`config.mk`:
```
export PLATFORM = sky130hd
export DESIGN_NAME = grid_io_right_multi
export DESIGN_NICKNAME = d
export VERILOG_FILES = /design/src/rtl/fpga_io_pkg.sv /design/src/rtl/io_ccff_shadow_chain.sv /design/src/rtl/grid_io_right_multi.sv
export SDC_FILE = /design/constraint.sdc
export NUM_CORES = 1
export LEC_CHECK = 0
export ABC_AREA = 0
export BUFFER_PORTS_ARGS = -buffer_cell sky130_fd_sc_hd__buf_4
export CAP_MARGIN = 0
export CORE_ASPECT_RATIO = 1.5
export CORE_UTILIZATION = 41
export CTS_CLUSTER_DIAMETER = 80
export DETAILED_ROUTE_END_ITERATION = 8
export GPL_ROUTABILITY_DRIVEN = 1
export SLEW_MARGIN = 15
export SYNTH_ARGS = -nofsm -noshare
export SYNTH_HDL_FRONTEND = slang
export SYNTH_SLANG_ARGS = --single-unit
```
`constraint.sdc`:
```
create_clock -name prog_clk -period 3.17 [get_ports prog_clk]
set_clock_uncertainty 0.15 [all_clocks]
set_input_delay 0.4755 -clock prog_clk [delete_from_list [all_inputs] [get_ports prog_clk]]
set_output_delay 0.4755 -clock prog_clk [all_outputs]
set_load 0.02 [all_outputs]
```
`src/rtl/fpga_io_pkg.sv`:
```
// Shared constants and types for the right-edge multi-pad IO tile.
package fpga_io_pkg;

  localparam int unsigned CFG_BITS   = 3;
  localparam int unsigned CFG_OUT_EN = 0;
  localparam int unsigned CFG_IN_EN  = 1;
  localparam int unsigned CFG_INV    = 2;

  typedef enum logic [1:0] {
    IDLE = 2'd0,
    LOAD = 2'd1,
    FULL = 2'd2
  } ccff_state_e;

endpackage

```
`src/rtl/io_ccff_shadow_chain.sv`:
```
// Serial config chain with a shadow register that is copied to the live
// register only on a commit taken while the chain holds a complete image.
module io_ccff_shadow_chain
  import fpga_io_pkg::*;
#(
  parameter int unsigned N_PADS = 4
) (
  input  logic                         clk,
  input  logic                         rst,
  input  logic                         ccff_head,
  input  logic                         ccff_en,
  input  logic                         ccff_commit,
  output logic                         ccff_tail,
  output logic                         cfg_valid,
  output logic                         cfg_err,
  output logic [N_PADS*CFG_BITS-1:0]   active_cfg
);

  localparam int unsigned CHAIN_LEN = N_PADS * CFG_BITS;
  localparam int unsigned CNT_W     = $clog2(CHAIN_LEN + 1);
  localparam logic [CNT_W-1:0] CNT_MAX = CNT_W'(CHAIN_LEN);

  logic [CHAIN_LEN-1:0] shadow_q, shadow_d;
  logic [CHAIN_LEN-1:0] active_q, active_d;
  logic [CNT_W-1:0]     cnt_q, cnt_d;
  ccff_state_e          state_q, state_d;
  logic                 tail_q, tail_d;
  logic                 valid_q, valid_d;
  logic                 err_q, err_d;
  logic                 commit_ok_c;

  always_ff @(posedge clk or posedge rst) begin
    if (rst) begin
      shadow_q <= '0;
      active_q <= '0;
      cnt_q    <= '0;
      state_q  <= IDLE;
      tail_q   <= 1'b0;
      valid_q  <= 1'b0;
      err_q    <= 1'b0;
    end else begin
      shadow_q <= shadow_d;
      active_q <= active_d;
      cnt_q    <= cnt_d;
      state_q  <= state_d;
      tail_q   <= tail_d;
      valid_q  <= valid_d;
      err_q    <= err_d;
    end
  end

  always_comb begin
    shadow_d = shadow_q;
    active_d = active_q;
    cnt_d    = cnt_q;
    state_d  = state_q;
    tail_d   = tail_q;
    valid_d  = valid_q;
    err_d    = err_q;

    // A commit racing a shift would copy a half-moved image, so it is refused.
    commit_ok_c = ccff_commit & ~ccff_en & (state_q == FULL);

    if (ccff_en) begin
      shadow_d = {shadow_q[CHAIN_LEN-2:0], ccff_head};
      tail_d   = shadow_q[CHAIN_LEN-1];
      if (cnt_q != CNT_MAX) begin
        cnt_d = cnt_q + CNT_W'(1);
      end
    end

    if (commit_ok_c) begin
      active_d = shadow_q;
      cnt_d    = '0;
      valid_d  = 1'b1;
      err_d    = 1'b0;
    end else if (ccff_commit) begin
      err_d = 1'b1;
    end

    case (state_q)
      IDLE:    if (ccff_en) state_d = LOAD;
      LOAD:    if (cnt_d == CNT_MAX) state_d = FULL;
      FULL:    if (commit_ok_c) state_d = IDLE;
      default: state_d = IDLE;
    endcase
  end

  assign ccff_tail  = tail_q;
  assign cfg_valid  = valid_q;
  assign cfg_err    = err_q;
  assign active_cfg = active_q;

endmodule

```
`src/rtl/grid_io_right_multi.sv`:
```
// Right-edge IO grid tile with N_PADS embedded pads, each gated by its own
// live config triple and by global isolation.
module grid_io_right_multi
  import fpga_io_pkg::*;
#(
  parameter int unsigned N_PADS = 4
) (
  input  logic              prog_clk,
  input  logic              pReset,
  input  logic              IO_ISOL_N,
  input  logic              ccff_head,
  input  logic              ccff_en,
  input  logic              ccff_commit,
  output logic              ccff_tail,
  output logic              cfg_valid,
  output logic              cfg_err,
  input  logic [N_PADS-1:0] gfpga_pad_EMBEDDED_IO_HD_SOC_IN,
  output logic [N_PADS-1:0] gfpga_pad_EMBEDDED_IO_HD_SOC_OUT,
  output logic [N_PADS-1:0] gfpga_pad_EMBEDDED_IO_HD_SOC_DIR,
  input  logic [N_PADS-1:0] left_pin_outpad,
  output logic [N_PADS-1:0] left_pin_inpad
);

  logic [N_PADS*CFG_BITS-1:0] active_cfg;
  logic                       gate_c;

  io_ccff_shadow_chain #(
    .N_PADS (N_PADS)
  ) u_chain (
    .clk         (prog_clk),
    .rst         (pReset),
    .ccff_head   (ccff_head),
    .ccff_en     (ccff_en),
    .ccff_commit (ccff_commit),
    .ccff_tail   (ccff_tail),
    .cfg_valid   (cfg_valid),
    .cfg_err     (cfg_err),
    .active_cfg  (active_cfg)
  );

  // Pads stay inert until a config is live and isolation is lifted.
  assign gate_c = IO_ISOL_N & cfg_valid;

  for (genvar i = 0; i < N_PADS; i++) begin : g_pad
    logic out_en_c;
    logic in_en_c;
    logic inv_c;

    assign out_en_c = active_cfg[CFG_BITS*i + CFG_OUT_EN];
    assign in_en_c  = active_cfg[CFG_BITS*i + CFG_IN_EN];
    assign inv_c    = active_cfg[CFG_BITS*i + CFG_INV];

    assign gfpga_pad_EMBEDDED_IO_HD_SOC_DIR[i] = ~(out_en_c & gate_c);
    assign gfpga_pad_EMBEDDED_IO_HD_SOC_OUT[i] = (left_pin_outpad[i] ^ inv_c) & out_en_c & gate_c;
    assign left_pin_inpad[i] = (gfpga_pad_EMBEDDED_IO_HD_SOC_IN[i] ^ inv_c) & in_en_c & gate_c;
  end

endmodule
```
==> key figures <==
Routing
  – Routed Wire Length: 2.44 mm
  – Remaining design rule violation count: 0
  – Top layer used by detailed routing: met4
  – Met3 wirelength from detailed routing: 106 um
  – Routed wire length on met2: 1.24 mm
  – Total iterations of the first detailed-routing run: 4
  – DR vias: 981
  – Residual antenna-violating net count after detailed routing: 0
  – Average routed wire per standard cell: 12.5 um
  – Number of vias per cell: 5.03
  – Count of routing violations after the opening detailed-route iteration: 19
  – Routed length on met1: 1.06 mm

Worst setup path
  – Data arrival time at the worst-slack endpoint: 1.30 ns
  – Cell family contributing the most delay on the critical path: simple AND/OR/NAND/NOR gates
  – Critical path fanouts, max: 8
  – Crit path buf inv count: 1
  – Critical path start-end classification: flip-flop to output pin
  – Worst EP required: 2.54 ns
  – Cell chain of the critical path: and2_1, nand2_1, nor2_1, buf_4
  – Kind of start point of the critical path: flip-flop
  – CP max stage cell: sky130_fd_sc_hd__dfrtp_1
  – Largest stage delay on the critical path: 0.35 ns
  – Critical Path End Type: output pin

STA
  – Peak clock frequency supported by timing: 520 MHz
  – Min Clock Period, post-route: 1.92 ns
  – Slew of the pin with the lowest slew margin: 0.413 ns
  – RSZ-0062 raised after global routing: false
  – Period Utilization, post-route: 60.7%
  – Number of failing setup endpoints in the final timing report: 0
  – Final Hold Viols: 0
  – Slew headroom: 72.5%
  – Max Transition Viols Final: 0
  – Final setup TNS: 0 ns

Floorplanning
  – IO Pins: 29
  – Height of the die: 76.4 um
  – Floorplan Core Area: 3450 sq um
  – Initial core utilization: 43.9%
  – Floorplan die width: 51.6 um
  – # rows: 26
  – Die area: 3940 sq um

Final layout
  – Antenna diode count: 0
  – Share of post-route cells with drive strength above 1: 41.8%
  – Final standard cell area without fillers: 1840 sq um
  – Number of fill cells in the layout: 338
  – Area used by multi-input combinational logic: 636 sq um
  – Area taken by flip-flops and latches: 826 sq um
  – Layout overhead on the synthesized area: 21.7%
  – Nets@finish: 169

Global routing
  – Pin count of the biggest net entering global routing: 34
  – Total congestion overflow after global routing: 0
  – Antenna violations before repair: 0
  – Total routing resource utilization after global routing: 13.8%
  – Vias in the first global route: 933
  – Wire length of the first global-routing pass: 4.05 mm

Placement
  – Number of buffers inserted by port buffering: 28
  – Post-detailed-placement half-perimeter wirelength: 1.73 mm
  – Cell area after placement: 1750 sq um
  – Placer congestion estimate: 0.681

Hold path
  – Type of the worst min-delay path: primary input to async pin

Synthesis
  – Combinational family with the most area after synthesis: multiplexers
  – Distinct cells, synth: 27
  – Fraction of registers with async set/reset: 100%
  – Nets in the synthesized netlist: 137
  – Sequential-to-total area share from yosys stat: 54.6%
  – Fraction of the mapped netlist area in compound gates: 3.47%
  – Synth Area in Adders: 1.65%
  – Synthesized instance count: 121
  – Register bit count reported by yosys: 33
  – Xor and xnor fraction of the mapped netlist area: 5.21%
  – Average cell area after synthesis: 12.5 sq um
  – Post-synthesis mux area share: 21.7%
  – Fraction of the mapped netlist area in simple logic gates: 10.0%
  – Most used flip-flop cell after synthesis: sky130_fd_sc_hd__dfrtp_1
  – Count of yosys warnings during synthesis: 0
  – Number of enable-type register cells in the synthesized netlist: 0
  – Cell area after synthesis: 1510 sq um

CTS
  – Number of buffers created by CTS: 5
  – Number of hold buffers added after CTS: 0
  – TritonCTS clock tree: built
  – Clock transition at the register clock pins on the worst setup and hold paths after CTS: 0.06 ns
  – Clock root cell: sky130_fd_sc_hd__clkbuf_8
  – Setup repair bufs after CTS: 0
  – Post-cts resize count: 0
  – Largest buffer count on any clock path: 2
  – Clock Latency Late Sink: 0.27 ns
  – H-tree levels: 2
  – Number of sinks driven by the clock tree: 33

Power
  – Internal Dissipation: 0.961 mW
  – Leakage power of the design: 0.901 nW
  – Sw Ratio: 29.3%
  – Worst VDD drop: 535 uV
  – Net switching power: 0.397 mW
  – Power per cell area: 738 nW/um^2
  – Relative contribution of combinational cells to total power: 27.4%
  – Fraction of power consumed by the clock network: 22.4%
  – Sequential share of power: 50.3%

Flow run
  – Total of max-cap violations: 0

Run status
  – Result of the run: complete, no violations
-- final timing paths --
path | end | slack [ns] | startpoint | cells past startpoint
min in group prog_clk | u_chain.shadow_q[0] | 0.28 | ccff_head | 2
min | u_chain.cnt_q[1] | 0.14 | pReset | 3
max reg2reg | u_chain.active_cfg[3] | 1.35 | u_chain.state_q[0] | 4
min reg2reg | u_chain.cfg_valid | 0.34 | u_chain.cfg_valid | 1
max in group asynchronous | u_chain.active_cfg[11] | 2.43 | pReset | 3
max | gfpga_pad_EMBEDDED_IO_HD_SOC_OUT[0] | 1.25 | u_chain.cfg_valid | 4
-- cells in the final DEF, fill, tap and decap left out, drive strengths merged --
cell type / n
clkbuf: 7
inv: 4
nor3: 1
ha: 2
a31oi: 1
and3: 5
and2: 1
mux2i: 2
nand2: 7
xnor2: 5
a21oi: 3
nand2b: 2
dfrtp: 33
mux2: 26
o21a: 1
nand3: 2
or2: 1
a21bo: 1
xor2: 4
nand4: 1
nor2: 11
buf: 30
nor2b: 1
o22ai: 1
o31ai: 1
-- metal layers --
layer / up-vias / track usage, %
li1: 474 / -
met1: 475 / 16.5
met2: 28 / 22.3
met3: 4 / 3.59
met4: 0 / 6.49
met5: - / 0
-- cell families after synthesis --
family                     after synthesis
DFF                                     33
buffers and inverters                    9
and+or+nand+nor                         32
muxes                                   28
adders and majority gates                2
xor gates and xnor gates                 9
AOI/OAI and AO/OA                        8
-- final cells by class --
type	count	share of cell area [%]
well taps	42	2.86
repair buffers	30	12.2
clock buffers	7	4.69
flip-flops and latches	33	44.9
inverters	4	0.816
multi-input cells	79	34.5
-- cell usage after synthesis (all sizes together), types with 2 or more instances --
library cell	instances	share of area (%)
nand2	7	1.7
mux2i	2	1.3
inv	4	0.99
nand2b	2	0.83
nor2	11	2.7
and3	5	2.1
xnor2	5	2.9
dfrtp	33	55
nand3	2	0.66
xor2	4	2.3
a21oi	3	0.99
ha	2	1.7
mux2	26	20
buf	4	2.2
-- worst register-to-register path: cells and delay by family, from the launching register on --
| kind | cells | cell delay (ns) |
|---|---|---|
| multiplexers | 1 | 0.35 |
| flip-flops | 1 | 0.39 |
| AND/OR/NAND/NOR | 2 | 0.54 |
| buffers and inverters | 1 | 0.28 |
-- power by group through the flow --
stage / registers (mW) / clock network (mW) / logic (mW)
4_1_cts: 0.685 / 0.318 / 0.377
3_5_place_dp: 0.693 / 0 / 0.375
3_3_place_gp: 0.685 / 0 / 0.368
6_report: 0.683 / 0.304 / 0.372
5_1_grt: 0.708 / 0.337 / 0.409
2_1_floorplan: 0.669 / 0 / 0.292
-- stage by stage --
step	hold WS (ns)	utilization [%]	power [mW]	setup slack, ns	cells
after floorplan	0.316	-	0.961	1.24	121
after CTS	0.151	53.4	1.38	1.20	195
after global routing	0.179	53.4	1.45	1.10	195
after global placement	0.321	50.9	1.05	1.03	188
final	0.141	53.4	1.36	1.25	195
after detailed placement	0.333	50.9	1.07	1.01	188
-- sequential cells by signal, indices dropped and copies added (netlist names) --
register and count:
u_chain.cfg_valid 1, u_chain.active_cfg 12, u_chain.ccff_tail 1, u_chain.shadow_q 12, u_chain.cfg_err 1, u_chain.state_q 2, u_chain.cnt_q 4
(Power assumes the default switching activity.)
